**src/rtl/trap_ctrl.sv**
```systemverilog
// Machine-mode trap/interrupt sequencer: prioritises requests and runs flush, commit, redirect.
// Optional TRAP_CTRL_IRQ_SYNC_EN adds 2-flop synchronisers on the three interrupt inputs.
module trap_ctrl #(
    parameter int unsigned FLUSH_TIMEOUT = 16,
    parameter int unsigned CAUSE_W       = 5
) (
    input  logic               clk,
    input  logic               rst_n,
    input  logic               irq_msip,
    input  logic               irq_mtip,
    input  logic               irq_meip,
    input  logic               csr_mstatus_mie,
    input  logic [31:0]        csr_mie,
    input  logic               exc_valid,
    input  logic [CAUSE_W-1:0] exc_code,
    input  logic [31:0]        exc_tval,
    input  logic [31:0]        pipe_pc,
    input  logic               mret_req,
    input  logic               wfi_req,
    input  logic               flush_ack,
    output logic               flush_req,
    output logic               stall,
    output logic               trap_commit,
    output logic               trap_is_interrupt,
    output logic [CAUSE_W-1:0] trap_cause,
    output logic [31:0]        trap_epc,
    output logic [31:0]        trap_tval,
    output logic               mret_commit,
    output logic               pc_redirect_valid,
    output logic [31:0]        mip_out,
    output logic               timeout_err
);

    localparam int unsigned CntW = $clog2(FLUSH_TIMEOUT);
    localparam logic [CntW-1:0] CntMax = CntW'(FLUSH_TIMEOUT - 1);

    typedef enum logic [2:0] {
        StIdle,
        StFlush,
        StCommit,
        StRedirect,
        StWait
    } state_e;

    state_e state_q, state_d;
    logic [CntW-1:0]    cnt_q, cnt_d;
    logic               is_mret_q, is_mret_d;
    logic               is_int_q, is_int_d;
    logic [CAUSE_W-1:0] cause_q, cause_d;
    logic [31:0]        epc_q, epc_d;
    logic [31:0]        tval_q, tval_d;
    logic               timeout_q, timeout_d;
    logic               flush_req_q, flush_req_d;
    logic               stall_q, stall_d;
    logic               trap_commit_q, trap_commit_d;
    logic               mret_commit_q, mret_commit_d;
    logic               redirect_q, redirect_d;

    logic [2:0] irq_raw;
    logic [2:0] irq_s;
    assign irq_raw = {irq_meip, irq_mtip, irq_msip};

`ifdef TRAP_CTRL_IRQ_SYNC_EN
    logic [2:0] sync1_q, sync2_q;
    always_ff @(posedge clk or negedge rst_n) begin
        if (!rst_n) begin
            sync1_q <= '0;
            sync2_q <= '0;
        end else begin
            sync1_q <= irq_raw;
            sync2_q <= sync1_q;
        end
    end
    assign irq_s = sync2_q;
`else
    assign irq_s = irq_raw;
`endif

    assign mip_out = {20'b0, irq_s[2], 3'b0, irq_s[1], 3'b0, irq_s[0], 3'b0};

    logic [31:0]        pend;
    logic               pend_any;
    logic               irq_take;
    logic [CAUSE_W-1:0] irq_cause;

    assign pend     = mip_out & csr_mie;
    assign pend_any = |pend;
    assign irq_take = csr_mstatus_mie & pend_any;

    // Machine priority order is MEI > MSI > MTI, not numeric cause order.
    always_comb begin
        irq_cause = CAUSE_W'(7);
        if (pend[11]) begin
            irq_cause = CAUSE_W'(11);
        end else if (pend[3]) begin
            irq_cause = CAUSE_W'(3);
        end
    end

    always_comb begin
        state_d   = state_q;
        cnt_d     = cnt_q;
        is_mret_d = is_mret_q;
        is_int_d  = is_int_q;
        cause_d   = cause_q;
        epc_d     = epc_q;
        tval_d    = tval_q;
        timeout_d = timeout_q;

        unique case (state_q)
            StIdle: begin
                if (exc_valid) begin
                    is_mret_d = 1'b0;
                    is_int_d  = 1'b0;
                    cause_d   = exc_code;
                    epc_d     = pipe_pc;
                    tval_d    = exc_tval;
                    cnt_d     = '0;
                    state_d   = StFlush;
                end else if (irq_take) begin
                    is_mret_d = 1'b0;
                    is_int_d  = 1'b1;
                    cause_d   = irq_cause;
                    epc_d     = pipe_pc;
                    tval_d    = '0;
                    cnt_d     = '0;
                    state_d   = StFlush;
                end else if (mret_req) begin
                    is_mret_d = 1'b1;
                    cnt_d     = '0;
                    state_d   = StFlush;
                end else if (wfi_req && !pend_any) begin
                    state_d = StWait;
                end
            end
            StFlush: begin
                if (flush_ack) begin
                    state_d = StCommit;
                end else if (cnt_q == CntMax) begin
                    timeout_d = 1'b1;
                    state_d   = StCommit;
                end else begin
                    cnt_d = cnt_q + 1'b1;
                end
            end
            StCommit: begin
                state_d = StRedirect;
            end
            StRedirect: begin
                state_d = StIdle;
            end
            StWait: begin
                // Any enabled pending source wakes the hart; it traps only if MIE allows.
                if (pend_any) begin
                    if (csr_mstatus_mie) begin
                        is_mret_d = 1'b0;
                        is_int_d  = 1'b1;
                        cause_d   = irq_cause;
                        epc_d     = pipe_pc;
                        tval_d    = '0;
                        cnt_d     = '0;
                        state_d   = StFlush;
                    end else begin
                        state_d = StIdle;
                    end
                end
            end
            default: begin
                state_d = StIdle;
            end
        endcase
    end

    // Outputs are registered by decoding the next state.
    always_comb begin
        flush_req_d   = (state_d == StFlush);
        stall_d       = (state_d != StIdle);
        trap_commit_d = (state_d == StCommit) && !is_mret_d;
        mret_commit_d = (state_d == StCommit) && is_mret_d;
        redirect_d    = (state_d == StRedirect);
    end

    always_ff @(posedge clk or negedge rst_n) begin
        if (!rst_n) begin
            state_q       <= StIdle;
            cnt_q         <= '0;
            is_mret_q     <= 1'b0;
            is_int_q      <= 1'b0;
            cause_q       <= '0;
            epc_q         <= '0;
            tval_q        <= '0;
            timeout_q     <= 1'b0;
            flush_req_q   <= 1'b0;
            stall_q       <= 1'b0;
            trap_commit_q <= 1'b0;
            mret_commit_q <= 1'b0;
            redirect_q    <= 1'b0;
        end else begin
            state_q       <= state_d;
            cnt_q         <= cnt_d;
            is_mret_q     <= is_mret_d;
            is_int_q      <= is_int_d;
            cause_q       <= cause_d;
            epc_q         <= epc_d;
            tval_q        <= tval_d;
            timeout_q     <= timeout_d;
            flush_req_q   <= flush_req_d;
            stall_q       <= stall_d;
            trap_commit_q <= trap_commit_d;
            mret_commit_q <= mret_commit_d;
            redirect_q    <= redirect_d;
        end
    end

    assign flush_req         = flush_req_q;
    assign stall             = stall_q;
    assign trap_commit       = trap_commit_q;
    assign mret_commit       = mret_commit_q;
    assign pc_redirect_valid = redirect_q;
    assign trap_is_interrupt = is_int_q;
    assign trap_cause        = cause_q;
    assign trap_epc          = epc_q;
    assign trap_tval         = tval_q;
    assign timeout_err       = timeout_q;

endmodule

```
**config.mk**
```make
export PLATFORM = sky130hd
export DESIGN_NAME = trap_ctrl
export DESIGN_NICKNAME = d
export VERILOG_FILES = /design/src/rtl/trap_ctrl.sv
export SDC_FILE = /design/constraint.sdc
export NUM_CORES = 1
export LEC_CHECK = 0
export CAP_MARGIN = 40
export CORE_MARGIN = 8
export CORE_UTILIZATION = 41
export CTS_BUF_LIST = sky130_fd_sc_hd__clkbuf_4 sky130_fd_sc_hd__clkbuf_8
export DETAILED_ROUTE_END_ITERATION = 6
export PLACE_DENSITY_LB_ADDON = 0.08
export SLEW_MARGIN = 20
export SYNTH_ARGS = -nofsm -noshare
export SYNTH_HDL_FRONTEND = slang
export SYNTH_SLANG_ARGS = --single-unit
export TNS_END_PERCENT = 10
```
**constraint.sdc**
```tcl
create_clock -name clk -period 3.42 [get_ports clk]
set_clock_uncertainty 0.1 [all_clocks]
set_input_delay 0.513 -clock clk [delete_from_list [all_inputs] [get_ports clk]]
set_output_delay 0.513 -clock clk [all_outputs]
set_load 0.005 [all_outputs]
```
==> flow_summary.toml, run 1 <==
[run_status]
status = "complete, no violations"

[power]
power_leakage_nw = 2.353
seqPwrFrac = 0.392
p_total_mw = 4.445
combPwrFrac = 0.429
pwr-share-clk = 0.180
ir_drop_v = 0.0004129
powerDensity_nw_per_um2 = 836.7
p_sw_frac = 0.2961
p_int_mw = 3.129
p_sw_mw = 1.316

[sta]
tightest_slew_ns = 0.5774
rsz0062_at_grt = "no"
slew_viol_final = 0
final-setup-viol-count = 0
finalHoldViolations = 0
max_freq_ghz = 0.4262
finalCriticalPeriod_ns = 2.346
setup-tns-final_ns = 0
fin_crit_sh = 0.6861
max_slew_margin = 0.6150
layout_setup_ws_ns = 1.074

[placement]
post_dp_cell_area_um2 = 5080
io_buffers = 160
gp_congestion = 0.7912
dpl.hpwl_mm = 7.241
dpl_worst_slack_ns = 0.6905

[logic_synthesis]
yosysWarnings = 0
netlist_top_cells_area = "dfrtp_1 (60%), mux2_1 (11%), a22o_1 (8.3%)"
async_flop_share = 1.000
synth-seq-cells = 84
syn_inst = 264
yosys.cell_types.count = 38
yosysSeqAreaShare = 0.6015
syn_area_um2 = 3495
synth_top_area_cell = "dfrtp_1"
synth_ff_type = "dfrtp_1"
synth.avg_cell_area_um2 = 13.24
yosys.area.top_type_share = 0.6015
synth_edf_count = 0

[worst_hold_path]
hold_class = "primary input to asynchronous set/reset pin"

[floorplanning]
die_width_um = 108.3
die_y_um = 108.3
fp-row-count = 33
die-area_um2 = 11730
initial_core_util = 0.4232
pin_count = 219
core_um2 = 8258

[worst_setup_path]
path_buf_inv = 2
cp_slowest_cell = "a222oi_1"
crit_path_max_fanout = 52
worst_setup_path_end_kind = "flop"
critPathLaunchType = "primary input"
path_delay_family = "buffers and inverters"
rrSetupSlack_ns = 1.54
cpPeakStageDelay_ns = 0.47
worstPathRequired_ns = 3.53
crit_arrival_ns = 2.46
crit_chain = "clkdlybuf4s50_1 -> a222oi_1 -> nor2b_1 -> o21ai_4 -> buf_12 -> mux2_1"
path_class = "primary input to flop"

[clock_network]
postCtsSetupRepairBufs = 0
cts_resized = 0
cts.sinks = 84
cts_buffers = 9
clk_path_buf_depth = 2
htreeDepth = 3
clock_latency_ns = 0.33
cts-root-buf = "clkbuf_8"
clk_pin_slew_ns = 0.09
cts_hold_buffers = 0
cts_tree = "yes"

[final_layout]
fin_area_um2 = 5313
area_growth_syn_to_layout_pct = 52.02
drive_gt1_frac = 0.06308
antenna_cells = 0
nets = 535

[global_route]
antenna_found_initial = 0
grtUsageMet1 = 0.2036
grt_max_degree = 53
gr-usage-met3 = 0.04462
first_global_vias = 2784
track_usage = 0.1612
met2_usage = 0.2633
gr-max-usage-layer = "met2"
overflow = 0
grt_pass1_wl_mm = 15.01

[detailed_routing]
drtAntennaViolNets = 0
vias_per_cell = 4.788
wl_per_cell_um = 17.71
drc = 0
drt-total-wl_mm = 9.437
via_count = 2552
drt-initial-drc-count = 87
dr.pass1.iters = 5

[run]
drv_cap = 0
-- sequential cells by signal (all words and copies together) (netlist names) --
register           flops
trap_epc              32
state_q                3
trap_cause             5
cnt_q                  4
flush_req              1
stall                  1
is_mret_q              1
timeout_err            1
mret_commit            1
trap_is_interrupt      1
trap_commit            1
trap_tval             32
pc_redirect_valid      1
-- layout make-up --
type                            instances  area, µm²
Clock buffer                           10      137.6
Clock inverter                          6      95.09
Fill cell                             697       2945
Inverter                                7      26.28
Multi-Input combinational cell        156       1171
Sequential cell                        84       2102
Tap cell                              105      131.4
Timing Repair Buffer                  165       1649
-- final timing paths --
check | from | endpoint | cells after the start
min in group clk | timeout_err$_DFFE_PN0P_ | timeout_err$_DFFE_PN0P_ | 2
max | irq_msip | trap_epc[4]$_DFFE_PN0P_ | 6
max in group asynchronous | rst_n | trap_epc[4]$_DFFE_PN0P_ | 2
max reg2reg | state_q[1]$_DFF_PN0_ | trap_cause[2]$_DFFE_PN0P_ | 4
min reg2reg | timeout_err$_DFFE_PN0P_ | timeout_err$_DFFE_PN0P_ | 2
min | rst_n | trap_epc[13]$_DFFE_PN0P_ | 1
-- cells in the mapped netlist, types with 2 or more instances --
cell / instances
a21oi_1: 6
a22o_1: 33
a22oi_1: 2
a31oi_1: 2
buf_2: 6
buf_4: 35
clkbuf_1: 4
dfrtp_1: 84
inv_1: 7
mux2_1: 34
nand2_1: 6
nand3_1: 4
nor2_1: 7
nor2b_1: 4
nor3_1: 3
o21ai_1: 3
or3_1: 3
-- cells by family after synthesis --
kind of cell,synth area share
other cells,0.001073
mux,0.1156
simple gates,0.05801
compound gates,0.1221
flops,0.6015
fa+ha+maj,0.003580
buf+inv,0.09560
xor+xnor,0.002507
-- per-layer routing --
metal	up-vias	share of wire
li1	1198	-
met1	1235	0.42
met2	113	0.48
met3	6	0.084
met4	0	0.0087
met5	-	0
-- power by group through the flow --
stage / Combinational [mW] / Clock (mW) / Sequential [mW]
after floorplan: 0.744 / 0 / 1.75
after global placement: 1.91 / 0 / 1.73
after detailed placement: 1.95 / 0 / 1.76
after CTS: 1.95 / 0.820 / 1.75
after global routing: 2.06 / 0.867 / 1.81
final: 1.91 / 0.798 / 1.74
-- metrics by stage --
step	utilization	instances	hold slack [ns]
5_1_grt	0.6433	533	0.1014
6_report	0.6433	533	0.05639
4_1_cts	0.6433	533	0.07954
3_3_place_gp	0.6152	517	0.3512
3_5_place_dp	0.6152	517	0.3616
2_1_floorplan	-	292	0.1174
-- layout by cell type, fill, tap and decap left out, types with 2 or more instances in the layout --
| master | instances |
|---|---|
| a21oi_1 | 6 |
| a22o_1 | 33 |
| a22oi_1 | 2 |
| a31oi_1 | 2 |
| buf_4 | 5 |
| bufinv_16 | 2 |
| clkbuf_8 | 10 |
| clkdlybuf4s50_1 | 159 |
| clkinvlp_4 | 2 |
| conb_1 | 29 |
| dfrtp_1 | 84 |
| inv_1 | 7 |
| mux2_1 | 34 |
| nand2_1 | 6 |
| nand3_1 | 4 |
| nor2_1 | 7 |
| nor2b_1 | 4 |
| nor3_1 | 3 |
| o21ai_1 | 3 |
| or3_1 | 3 |
(Power assumes the default switching activity.)
==> run 2, diff against run 1 <==
--- a/config.mk
+++ b/config.mk
@@ -7,7 +7,7 @@
 export LEC_CHECK = 0
 export CAP_MARGIN = 40
 export CORE_MARGIN = 8
-export CORE_UTILIZATION = 41
+export CORE_UTILIZATION = 34
 export CTS_BUF_LIST = sky130_fd_sc_hd__clkbuf_4 sky130_fd_sc_hd__clkbuf_8
 export DETAILED_ROUTE_END_ITERATION = 6
 export PLACE_DENSITY_LB_ADDON = 0.08
==> constraint.sdc (replaced) <==
create_clock -name clk -period 2.1 [get_ports clk]
set_clock_uncertainty 0.1 [all_clocks]
set_input_delay 0.315 -clock clk [delete_from_list [all_inputs] [get_ports clk]]
set_output_delay 0.315 -clock clk [all_outputs]
set_load 0.005 [all_outputs]
==> run 2 against run 1 <==
- sequential power grew 62%
- clock power grew 59%
- hold slack gained 0.31 ns
- largest cell class unchanged
- flip-flop and latch count is the same
- register-to-register slack lost 1.3 ns
- setup slack lost 0.95 ns
- clock-buffer cell count grew 2
- sequential share of layout area shrank 1.1 points
- global-route usage shrank 2.6 points
==> flow_summary.toml, run 2 (same netlist as run 1, synthesis figures left out) <==
[sta]
setup-tns-final_ns = 0
fin_crit_sh = 0.9425
rsz0062_at_grt = "no"
slew_viol_final = 0
final-setup-viol-count = 0
finalCriticalPeriod_ns = 1.979
finalHoldViolations = 0
max_freq_ghz = 0.5053

[worst_setup_path]
cp_slowest_cell = "clkdlybuf4s50_1"
crit_path_max_fanout = 31
worstPathRequired_ns = 2.22
cpPeakStageDelay_ns = 0.42
rrSetupSlack_ns = 0.23
path_delay_family = "buffers and inverters"
r2r_cells = 4
crit_arrival_ns = 2.10
regToRegEndpoint = "trap_cause[2]$_DFFE_PN0P_"
path_class = "primary input to flop"
path_buf_inv = 3
worst_setup_path_end_kind = "flop"
r2r-start = "state_q[1]$_DFF_PN0_"
crit_chain = "clkdlybuf4s50_1 -> a222oi_1 -> buf_4 -> nor2b_1 -> o21ai_4 -> buf_12 -> mux2_1"
critPathLaunchType = "primary input"

[clock_network]
cts-root-buf = "clkbuf_8"
cts.sinks = 84
cts_tree = "yes"
htreeDepth = 3
clk_pin_slew_ns = 0.08
cts_resized = 0
clk_path_buf_depth = 2
cts_buffers = 9
clock_latency_ns = 0.34

[power]
pwr-share-clk = 0.175
p_int_mw = 5.188
combPwrFrac = 0.437
ir_drop_v = 0.0005956
p_sw_frac = 0.2864
power_leakage_nw = 2.425
p_sw_mw = 2.082
powerDensity_nw_per_um2 = 1330
seqPwrFrac = 0.388

[global_route]
overflow = 0
grtUsageMet1 = 0.1664
first_global_vias = 2810
gr-usage-met3 = 0.05276
antenna_found_initial = 0
gr-max-usage-layer = "met2"
grt_pass1_wl_mm = 15.23
track_usage = 0.1357
met2_usage = 0.2076
grt_max_degree = 49

[run]
drv_cap = 0

[final_layout]
final_cell_mix = "clkdlybuf4s50_1 (159), dfrtp_1 (84), mux2_1 (34), a22o_1 (33), conb_1 (29)"
nFillCells = 875
multi_input_area_um2 = 1171
antenna_cells = 0
fin_area_um2 = 5464
final_core_util = 0.5389
nets = 549
seqCellArea_um2 = 2102
final_common_cell = "clkdlybuf4s50_1"
drive_gt1_frac = 0.09050
area_growth_syn_to_layout_pct = 56.36
stdcell_count = 578

[floorplanning]
core_um2 = 10140
fp-row-count = 37
initial_core_util = 0.3447
die_width_um = 117.4
pin_count = 219
die_y_um = 117.4
die-area_um2 = 13780

[detailed_routing]
drt-initial-drc-count = 89
drc = 0
vias_per_cell = 4.434
wl_per_cell_um = 15.95
dr.pass1.iters = 4
drtAntennaViolNets = 0
drt-total-wl_mm = 9.220
via_count = 2563

[worst_hold_path]
min_delay_path_depth = 2
hold_end = "timeout_err$_DFFE_PN0P_"
hold_class = "flop to flop"
hp-start = "timeout_err$_DFFE_PN0P_"

[placement]
post_dp_cell_area_um2 = 5221
placedCellCount = 560
dpl.hpwl_mm = 7.126
gp_congestion = 0.7425
io_buffers = 160

[run_status]
status = "complete, no violations"
==> run 2: cell count changes in the layout (fill, tap and decap cells not counted) <==
cell,delta
clkinvlp_4,-1
buf_4,+12
buf_12,+1
inv_8,-1
clkinv_2,+1
inv_6,-1
dlygate4sd3_1,+1
clkbuf_4,+2
==> run 2: how the worst max path moves through the flow <==
stage / start / endpoint / slack, ns / cells past startpoint
finish: csr_mie[3] / trap_epc[20]$_DFFE_PN0P_ / 0.12 / 7
global route: csr_mie[3] / trap_cause[2]$_DFFE_PN0P_ / 0.04 / 7
CTS: irq_msip / trap_cause[2]$_DFFE_PN0P_ / 0.05 / 6
detailed placement: irq_msip / trap_epc[17]$_DFFE_PN0P_ / -0.32 / 6
global placement: irq_msip / trap_epc[22]$_DFFE_PN0P_ / -0.29 / 6
floorplan: irq_msip / trap_cause[2]$_DFFE_PN0P_ / 0.29 / 5
==> run 2: cell type report <==
class	count	area share
flip-flops and latches	84	0.3847
repair buffers	179	0.3238
multi-input cells	156	0.2143
well taps	136	0.03114
clock buffers	12	0.02794
clock inverters	4	0.01328
inverters	7	0.004809
==> run 2: power by group through the flow <==
stage / combinational, mW / sequential, mW / clock, mW
floorplan: 1.21 / 2.86 / 0
global placement: 3.22 / 2.83 / 0
detailed placement: 3.25 / 2.85 / 0
CTS: 3.26 / 2.83 / 1.34
global route: 3.47 / 2.93 / 1.40
finish: 3.18 / 2.82 / 1.27
==> run 2: routing by layer <==
metal / up-vias / wire (µm)
met1: 1215 / 4144
met3: 10 / 778
met2: 113 / 4150
met4: 0 / 146
li1: 1225 / -
met5: - / 0
==> run 2: tightest hold or removal path, cell delays in order, from the launching register on <==
cell,delay [ns]
dfrtp_1,0.35
inv_1,0.04
o31ai_1,0.05
==> run 2: per-stage QoR <==
| stage | hold WS, ns | total power [mW] | worst slack [ns] |
|---|---|---|---|
| 5_1_grt | 0.4065 | 7.790 | 0.04371 |
| 2_1_floorplan | -0.08059 | 4.068 | 0.2935 |
| 6_report | 0.3694 | 7.270 | 0.1209 |
| 3_3_place_gp | 0.2144 | 6.049 | -0.2901 |
| 4_1_cts | 0.3805 | 7.427 | 0.04533 |
| 3_5_place_dp | 0.2225 | 6.101 | -0.3181 |
==> run 2: repair_timing <==
action,in CTS,in global routing
hold buffers,1,0
setup buffers,0,1
setup endpoints to repair,0,59
endpoints found under the hold margin,36,0
